$ cat src/rtl/mult_arbiter.sv
// Round-robin arbiter/sequencer sharing one shift-add multiplier core between two requesters.
// Optional watchdog abort enabled by defining MULT_ARB_TIMEOUT_EN.
module mult_arbiter #(
  parameter int WIDTH   = 16,
  parameter int TIMEOUT = 255
) (
  input  logic               clk,
  input  logic               rst,
  input  logic               req0,
  input  logic               req1,
  input  logic [WIDTH-1:0]   a0,
  input  logic [WIDTH-1:0]   b0,
  input  logic [WIDTH-1:0]   a1,
  input  logic [WIDTH-1:0]   b1,
  output logic               ack0,
  output logic               ack1,
  output logic [2*WIDTH-1:0] result,
  output logic               err,
  output logic               busy,
  output logic [WIDTH-1:0]   mult_a,
  output logic [WIDTH-1:0]   mult_b,
  output logic               mult_init,
  output logic               mult_rst,
  input  logic               mult_done,
  input  logic [2*WIDTH-1:0] mult_pp,
  output logic [2:0]         dbg_state
);

  // Requester handshake: reqN is a level held until ackN; ackN is a one-cycle
  // pulse with result/err valid in the same cycle; operands sampled only at grant.
  typedef enum logic [2:0] {
    S_IDLE      = 3'd0,
    S_LOAD      = 3'd1,
    S_KICK      = 3'd2,
    S_WAIT_DONE = 3'd3,
    S_CAPTURE   = 3'd4
  } state_t;

  state_t             state_q, state_d;
  logic               last_q, last_d;
  logic               id_q, id_d;
  logic [WIDTH-1:0]   opa_q, opa_d;
  logic [WIDTH-1:0]   opb_q, opb_d;
  logic [2*WIDTH-1:0] result_q, result_d;
  logic               err_q, err_d;
  logic               ack0_q, ack0_d;
  logic               ack1_q, ack1_d;
  logic               win;
  logic               to_hit;

`ifdef MULT_ARB_TIMEOUT_EN
  localparam int CW = ($clog2(TIMEOUT + 1) > 8) ? $clog2(TIMEOUT + 1) : 8;
  logic [CW-1:0] cnt_q, cnt_d;
  assign to_hit = (cnt_q == CW'(TIMEOUT));
`else
  assign to_hit = 1'b0;
`endif

  always_comb begin
    state_d  = state_q;
    last_d   = last_q;
    id_d     = id_q;
    opa_d    = opa_q;
    opb_d    = opb_q;
    result_d = result_q;
    err_d    = err_q;
    ack0_d   = 1'b0;
    ack1_d   = 1'b0;
    win      = 1'b0;
`ifdef MULT_ARB_TIMEOUT_EN
    cnt_d    = '0;
`endif
    case (state_q)
      S_IDLE: begin
        if (req0 || req1) begin
          // On a tie the requester not served last wins.
          win     = (req0 && req1) ? ~last_q : req1;
          id_d    = win;
          opa_d   = win ? a1 : a0;
          opb_d   = win ? b1 : b0;
          state_d = S_LOAD;
        end
      end
      S_LOAD: state_d = S_KICK;
      S_KICK: begin
`ifdef MULT_ARB_TIMEOUT_EN
        cnt_d = cnt_q + 1'b1;
`endif
        if (to_hit) begin
          result_d = '0;
          err_d    = 1'b1;
          ack0_d   = ~id_q;
          ack1_d   = id_q;
          state_d  = S_CAPTURE;
        end else if (!mult_done) begin
          // A high done here is stale from the previous product; the core
          // only accepts init once it is back in START with done low.
          state_d = S_WAIT_DONE;
        end
      end
      S_WAIT_DONE: begin
`ifdef MULT_ARB_TIMEOUT_EN
        cnt_d = cnt_q + 1'b1;
`endif
        if (mult_done) begin
          result_d = mult_pp;
          err_d    = 1'b0;
          ack0_d   = ~id_q;
          ack1_d   = id_q;
          state_d  = S_CAPTURE;
        end else if (to_hit) begin
          result_d = '0;
          err_d    = 1'b1;
          ack0_d   = ~id_q;
          ack1_d   = id_q;
          state_d  = S_CAPTURE;
        end
      end
      S_CAPTURE: begin
        last_d  = id_q;
        state_d = S_IDLE;
      end
      default: state_d = S_IDLE;
    endcase
  end

  always_ff @(posedge clk) begin
    if (rst) begin
      state_q  <= S_IDLE;
      last_q   <= 1'b1;
      id_q     <= 1'b0;
      opa_q    <= '0;
      opb_q    <= '0;
      result_q <= '0;
      err_q    <= 1'b0;
      ack0_q   <= 1'b0;
      ack1_q   <= 1'b0;
`ifdef MULT_ARB_TIMEOUT_EN
      cnt_q    <= '0;
`endif
    end else begin
      state_q  <= state_d;
      last_q   <= last_d;
      id_q     <= id_d;
      opa_q    <= opa_d;
      opb_q    <= opb_d;
      result_q <= result_d;
      err_q    <= err_d;
      ack0_q   <= ack0_d;
      ack1_q   <= ack1_d;
`ifdef MULT_ARB_TIMEOUT_EN
      cnt_q    <= cnt_d;
`endif
    end
  end

  assign ack0      = ack0_q;
  assign ack1      = ack1_q;
  assign result    = result_q;
  assign err       = err_q;
  assign busy      = (state_q != S_IDLE);
  assign mult_init = (state_q == S_KICK);
  assign mult_a    = opa_q;
  assign mult_b    = opb_q;
  assign dbg_state = state_q;

`ifdef MULT_ARB_TIMEOUT_EN
  // An aborted operation resets the core during the ack cycle.
  assign mult_rst = rst | ((state_q == S_CAPTURE) & err_q);
`else
  assign mult_rst = rst;
`endif

endmodule

$ cat config.mk
export PLATFORM = sky130hd
export DESIGN_NAME = mult_arbiter
export DESIGN_NICKNAME = d
export VERILOG_FILES = /design/src/rtl/mult_arbiter.sv
export SDC_FILE = /design/constraint.sdc
export NUM_CORES = 1
export LEC_CHECK = 0
export BUFFER_PORTS_ARGS = -buffer_cell sky130_fd_sc_hd__clkbuf_2
export CAP_MARGIN = 5
export CORE_AREA = 5 5 99 119
export DETAILED_ROUTE_END_ITERATION = 10
export DIE_AREA = 0 0 104 124
export GPL_TIMING_DRIVEN = 0
export PLACE_DENSITY = 0.6
export SLEW_MARGIN = 20
export SYNTH_ARGS = -nofsm -noshare
export SYNTH_HDL_FRONTEND = slang
export SYNTH_SLANG_ARGS = --single-unit
$ cat constraint.sdc
create_clock -name clk -period 1.7 [get_ports clk]
set_input_delay 0.17 -clock clk [delete_from_list [all_inputs] [get_ports clk]]
set_output_delay 0.17 -clock clk [all_outputs]
set_load 0.02 [all_outputs]
# Word-level counts from Yosys, hierarchy flattened
# Cells that the tools add are included.
# op_classes
n_reduce_logical	8
eq_ne	7
mux	7
n_bitwise	4
# op_table
cell	n
2-to-1 mux 16 bit	2
case mux 3 bit (4 select lines)	1
2-to-1 mux 3 bit	3
equality test 3 x 2 -> 1 bit, second input constant	2
!= test 2 bit, second input constant	3
NOT 1 bit	4
AND reduction 2 bit	2
equality test 3 x 1 -> 1 bit, second input constant	1
equality test 3 bit, second input constant	1
zero test 3 bit	1
AND reduction 3 bit	1
nonzero test 3 bit	1
OR reduction 3 bit	1
logical AND 1 bit	1
logical OR 1 bit	1
2-to-1 mux 1 bit	1
# word_totals
inputBits	101
word_cells	34
register_bits	71

# Logic depth before layout (Yosys ltp)
# Gate-level depths: netlist (run 1).
# logic_depth
word_depth	3
ltp_mapped	5
depth_no_buf	4

# Least setup slack after synthesis (run 1)
# No wires, ideal clock.
# synth_path
path_type	register -> register
from	register state_q[2] (netlist: dbg_state[2])
to	register opa_q[14] (netlist: mult_a[14])
stages_incl_launch_ff	5
path_slack_ns	0.325
arrival_ns	1.256
required_time_ns	1.581
path_cell_list	dfxtp_1 -> nor3_4 -> nand3_2 -> buf_6 -> o221a_1
# synth_between
elab_chain_cells	2
# synth_lines
element	line	text
start, declared	39	state_t state_q, state_d;
start signal, assigned	142	state_q <= state_d;
zero test 3 bit	n/a	
AND reduction 2 bit (no source line)	n/a	
end signal, assigned	145	opa_q <= opa_d;
end, declared	42	logic [WIDTH-1:0] opa_q, opa_d;
# No other way between the ends.
# A chain may end at the register's enable or synchronous reset.

# Worst setup path after layout (run 1)
# layout_path
from	register state_q[0] (netlist: dbg_state[0])
to	output busy
# layout_between
elab_chain_cells	1
# layout_lines
element	line	text
nonzero test 3 bit	161	assign busy = (state_q != S_IDLE);
end, declared	19	output logic busy,
# No other way between the ends.

==> metrics.txt, run 1 <==
met3 Use GR=6.53%; row count=41; Synth area leader=dfxtp_1; layout cells sized above 1=42.2%; Crit. End Element=primary output; antenna violations before repair=0; data arrival time of the critical path=1380 ps; CTS Hold Bufs=0; Setup violations, final=0; vias in the first global route=3081; Req. time, crit path=1530 ps; 1st-pass router iterations=4; critical path launch point type=register; leakage power=1.93 nW; WHS=62.0 ps; top-area cell type share of the netlist area=49.9%; number of diodes=0; All-Layer GR Usage=13.8%; synth warn=0; Crit path max-delay family=buffers and inverters; max_cap viols=0; Worst-path clk slew=60 ps; Vias/cell=4.69; Syn-to-layout area delta=47.5%; routed vias=2974; core area=0.0105 mm^2; Pins Over Slew Limit=0; Slowest cell on crit path=dfxtp_1; power density cells=1200 mW/mm^2; sequential share of the synthesized area=49.9%; Synth Area per Inst=8.98 um^2; worst-path fanout max=10; crit path kind=reg2out; fraction of registers with async set/reset=0%; fmax=0.644 GHz; Iteration-0 DRC Markers=87; gr ovfl total=0; I/O Buffers=171; grt met1 use=15.4%; global route hottest layer=met2; GPL Wtd Cong=0.809; RSZ-0062 raised after global routing=no; outcome=completed; CP Cell Sequence=nor3_4, inv_2, buf_6, clkbuf_2; # fillers=1109; TritonCTS clock tree=yes; Multi-input gate area=0.00112 mm^2; met2 GRT Util=23.3%; Initial Util=27.2%; top cells by area, synth=dfxtp_1, o221a_1, nand2_1; mapped cell area=0.00285 mm^2; Syn Nets=418; Clock Skew=5.81 ps; largest net degree at the start of global routing=12; I/O pins=174; die height=124 um; Clock Tree Buf Depth=2; Detail Placement HPWL=7160 um; H-tree levels=3; Synth Register Bits=71; root buf cell=clkbuf_16; critical path's largest stage delay=490 ps; Post-synth EDFFs=0; Clock Sinks=71; Final Cycle Share=91.3%; final hold viol count=0; Max IR drop VDD=0.544 mV; Die ar.=0.0129 mm^2; DRC=0; fin nets=601; Die X-Extent=104 um; fin crit period=1550 ps; Syn Inst Count=317; worst-skew pair later-pin latency=330 ps; buffers and inverters on the worst path=3; setup TNS=0 ps; TritonCTS buffer count=9; final WL=9140 um; Synth cell types=29; Synth Flop Type=dfxtp_1; DRT antenna net count=0; Hold WC Path Type=in2reg; average wire per cell in the routed design=14.4 um; Seq. cell area=0.00142 mm^2; global-route wire length before repair=14400 um
[synthesized netlist by cell type, drive strengths merged, types with 2 or more instances]
| cell | instances |
|---|---|
| dfxtp | 71 |
| nor3 | 2 |
| o21ai | 2 |
| inv | 34 |
| clkbuf | 10 |
| nor2 | 2 |
| nand2 | 65 |
| o22ai | 32 |
| a21oi | 33 |
| nand2b | 2 |
| nand3 | 2 |
| buf | 19 |
| o221a | 32 |
[cell usage in the layout, fill, tap and decap left out, types with 2 or more instances in the layout]
master / instances
a21oi_1: 33
buf_2: 11
buf_4: 3
buf_6: 6
bufinv_16: 2
clkbuf_1: 12
clkbuf_16: 9
clkbuf_2: 171
clkbuf_8: 2
dfxtp_1: 69
dfxtp_2: 2
inv_1: 33
nand2_1: 65
nand2b_1: 2
nand3_2: 2
nor2_1: 2
o21ai_0: 2
o221a_1: 30
o221a_2: 2
o22ai_1: 32
[worst min-delay path: cells and delay by family]
kind	cells	cell delay [ps]
buffers and inverters	1	80
AO/OA/AOI/OAI	1	50
AND/OR/NAND/NOR	1	40
[stage by stage]
| stage | instance area (um^2) | setup WS, ps | util [%] | instances | total power, mW |
|---|---|---|---|---|---|
| 5_1_grt | 4200 | 34.8 | 40.1 | 634 | 5.29 |
| 6_report | 4200 | 148 | 40.1 | 634 | 5.04 |
| 3_5_place_dp | 3860 | 162 | 36.9 | 617 | 3.04 |
| 2_1_floorplan | 2850 | 325 | - | 317 | 2.62 |
| 3_3_place_gp | 3860 | 179 | 36.9 | 617 | 3.02 |
| 4_1_cts | 4200 | 68.6 | 40.1 | 634 | 5.12 |
[per-layer routing]
metal | wire [um] | part of all wire (%)
met1 | 3820 | 42
met2 | 4290 | 47
met3 | 926 | 10
met4 | 99 | 1.1
met5 | 0 | 0
[area by class of cell]
cell class / instances / area share [%]
Buffer: 29 / 4.17
Clock buffer: 13 / 6.20
Clock inverter: 3 / 1.55
Inverter: 34 / 3.04
Multi-Input combinational cell: 183 / 26.7
Sequential cell: 71 / 33.9
Tap cell: 129 / 3.84
Timing Repair Buffer: 172 / 20.6
[cell families (layout without fill, tap and decap cells)]
| kind of cell | Yosys count | in the layout | synth area share [%] |
|---|---|---|---|
| AND/OR/NAND/NOR | 79 | 79 | 12.3 |
| AO/OA/AOI/OAI | 103 | 103 | 27.0 |
| flip-flops | 71 | 71 | 49.9 |
| other | 1 | 1 | 0.132 |
| buffers and inverters | 63 | 251 | 10.6 |
[what timing repair did]
item | 4_1_cts | 5_1_grt
pin swaps | 1 | 1
endpoints found under the setup margin | 1 | 1
gates resized for setup | 0 | 2
buffers inserted | 1 | 0
[sequential cells by signal, indices dropped and copies added (netlist names)]
register / cells
mult_a: 16
ack0: 1
last_q: 1
dbg_state: 3
mult_b: 16
ack1: 1
id_q: 1
result: 32
[worst paths after layout]
| path | from | end | slack (ps) | depth (start not counted) |
|---|---|---|---|---|
| worst min register to register | result[13] | result[13] | 450 | 2 |
| worst min-delay path | mult_pp[24] | result[24] | 60 | 3 |
| worst max-delay path | dbg_state[0] | busy | 150 | 4 |
| worst max register to register | dbg_state[2] | mult_a[9] | 210 | 5 |
[power by group]
group          internal (mW)  total (mW)  switching (mW)
sequential              1.83        1.93          0.0984
combinational          0.458        1.07           0.615
clock                   1.36        2.04           0.680
(Power assumes the default switching activity.)
==> run 2: changes to the inputs <==
--- a/config.mk
+++ b/config.mk
@@ -7,11 +7,14 @@
 export LEC_CHECK = 0
 export BUFFER_PORTS_ARGS = -buffer_cell sky130_fd_sc_hd__clkbuf_2
 export CAP_MARGIN = 5
+export CELL_PAD_IN_SITES_DETAIL_PLACEMENT = 1
+export CELL_PAD_IN_SITES_GLOBAL_PLACEMENT = 1
 export CORE_AREA = 5 5 99 119
 export DETAILED_ROUTE_END_ITERATION = 10
 export DIE_AREA = 0 0 104 124
 export GPL_TIMING_DRIVEN = 0
-export PLACE_DENSITY = 0.6
+export PLACE_DENSITY = 0.79
+export SETUP_SLACK_MARGIN = 0.05
 export SLEW_MARGIN = 20
 export SYNTH_ARGS = -nofsm -noshare
 export SYNTH_HDL_FRONTEND = slang
==> run 2 against run 1 <==
Net effect:
- critical path depth did not move
- utilization fell by 0.11 points
- sequential power barely moved
- critical endpoint unchanged
==> metrics.txt, run 2 (synthesis gave the netlist of run 1 again) <==
power density cells=1180 mW/mm^2 (-1.5%); gr ovfl total=0 (unchanged); # fillers=1301 (+17%); vias in the first global route=3242 (+5.2%); die height=124 um (unchanged); Worst-path clk slew=60 ps (about the same); layout cells sized above 1=42.6% (+0.40 points); setup TNS=0 ps (unchanged); Clock Sinks=71 (unchanged); Crit. End Element=primary output; final hold viol count=0 (unchanged); DRC=0 (unchanged); Initial Util=27.2% (unchanged); Clock Tree Buf Depth=2 (unchanged); Pins Over Slew Limit=0 (unchanged); TritonCTS clock tree=yes; Final Non-Filler Cells=634 (unchanged); routed vias=3019 (+1.5%); reg2reg end=mult_b[6]; commonest cells after routing, fill and taps aside=clkbuf_2, dfxtp_1, nand2_1; root buf cell=clkbuf_16; GPL Wtd Cong=0.764 (-5.5%); Hold EP=result[21]; max FFs per register=32 (unchanged); leakage power=1.92 nW (-0.75%); row count=41 (unchanged); H-tree levels=3 (unchanged); HP Start=mult_pp[21]; fin crit period=1540 ps (-10.3 ps); global-route wire length before repair=16100 um (+12%); final WL=9990 um (+9.3%); CTS Hold Bufs=0 (unchanged); Setup violations, final=0 (unchanged); I/O pins=174 (unchanged); most common cell after layout, fill and taps aside=clkbuf_2; DRT antenna net count=0 (unchanged); worst-skew pair later-pin latency=330 ps (about the same); core area=0.0105 mm^2 (unchanged); Die X-Extent=104 um (unchanged); Reg-to-Reg Start=dbg_state[2]; TritonCTS buffer count=9 (unchanged); Max IR drop VDD=0.418 mV (-23%); critical path launch point type=register; Hold Crit Depth=3 (unchanged); fin nets=601 (unchanged); crit path kind=reg2out; data arrival time of the critical path=1370 ps (about the same); fmax=0.648 GHz (+0.67%); Post-DP Area=0.00386 mm^2 (unchanged); RSZ-0062 raised after global routing=no; Clock Skew=3.62 ps (-2.19 ps); number of diodes=0 (unchanged); I/O Buffers=171 (unchanged); reg-to-reg setup timing slack=160 ps (-50 ps); outcome=completed; fin area=0.00419 mm^2 (-0.27%); antenna violations before repair=0 (unchanged); Inst Count DP=617 (unchanged); Final Cycle Share=90.7% (-0.61 points); Syn-to-layout area delta=47.1%; 1st-pass router iterations=5 (+1); All-Layer GR Usage=15.4% (+1.5 points); largest net degree at the start of global routing=13 (+1); Hold WC Path Type=in2reg; average wire per cell in the routed design=15.7 um (+9.3%); worst-path fanout max=10 (unchanged); max_cap viols=0 (unchanged); Iteration-0 DRC Markers=92 (+5.7%); Reg2Reg Depth=5 (unchanged); Req. time, crit path=1530 ps (about the same); Detail Placement HPWL=8040 um (+12%); Die ar.=0.0129 mm^2 (unchanged); Vias/cell=4.76 (+1.5%)
run 2: power by group:
part	total, mW	internal (mW)	switching (mW)
Clock	1.94	1.22	0.717
Combinational	1.09	0.459	0.626
Sequential	1.93	1.83	0.104
run 2: repair_timing:
item                       in CTS  in global routing
pin swaps                       1                  1
buffers inserted                1                  0
gates resized for setup         0                  4
setup endpoints to repair       1                  1
run 2: final cells by class:
class                      count  area, um^2  area share (%)
sequential                    71        1430            34.0
multi-input combinational    183        1120            26.8
timing repair buffer         172         863            20.6
clock buffer                  12         256            6.12
buffer                        29         175            4.18
tap                          129         161            3.85
inverter                      34         130            3.11
clock inverter                 4        53.8            1.28
run 2: how the worst max path moves through the flow:
stage	from	end	slack, ps	cells past startpoint
after floorplan	dbg_state[2]	mult_a[14]	330	4
after global placement	dbg_state[2]	mult_a[11]	220	4
after detailed placement	dbg_state[2]	mult_b[6]	160	4
after CTS	dbg_state[0]	busy	70	4
after global routing	dbg_state[2]	busy	60	4
final	dbg_state[2]	busy	160	4
run 2: metrics by stage:
stage	hold WS (ps)	power [mW]	util [%]	setup WS, ps
after floorplan	306	2.62	-	325
after global placement	395	3.02	36.9	215
after detailed placement	401	3.06	36.9	157
after CTS	45.8	5.03	40.0	74.3
after global routing	50.0	5.22	40.0	60.7
final	56.8	4.95	40.0	158
run 2: critical path, cell delays in order (launching register included):
cell      delay (ps)
dfxtp_2          380
nor3_4           270
inv_4             90
buf_6            150
clkbuf_2         150
run 2: per-layer routing:
layer	wire, um	part of all wire, %	global-route usage (%)	up-vias
met2	4820	48	25.9	138
met3	901	9.0	5.18	13
met4	172	1.7	6.40	0
li1	-	-	-	1474
met1	4090	41	18.0	1394
met5	0	0	0	-
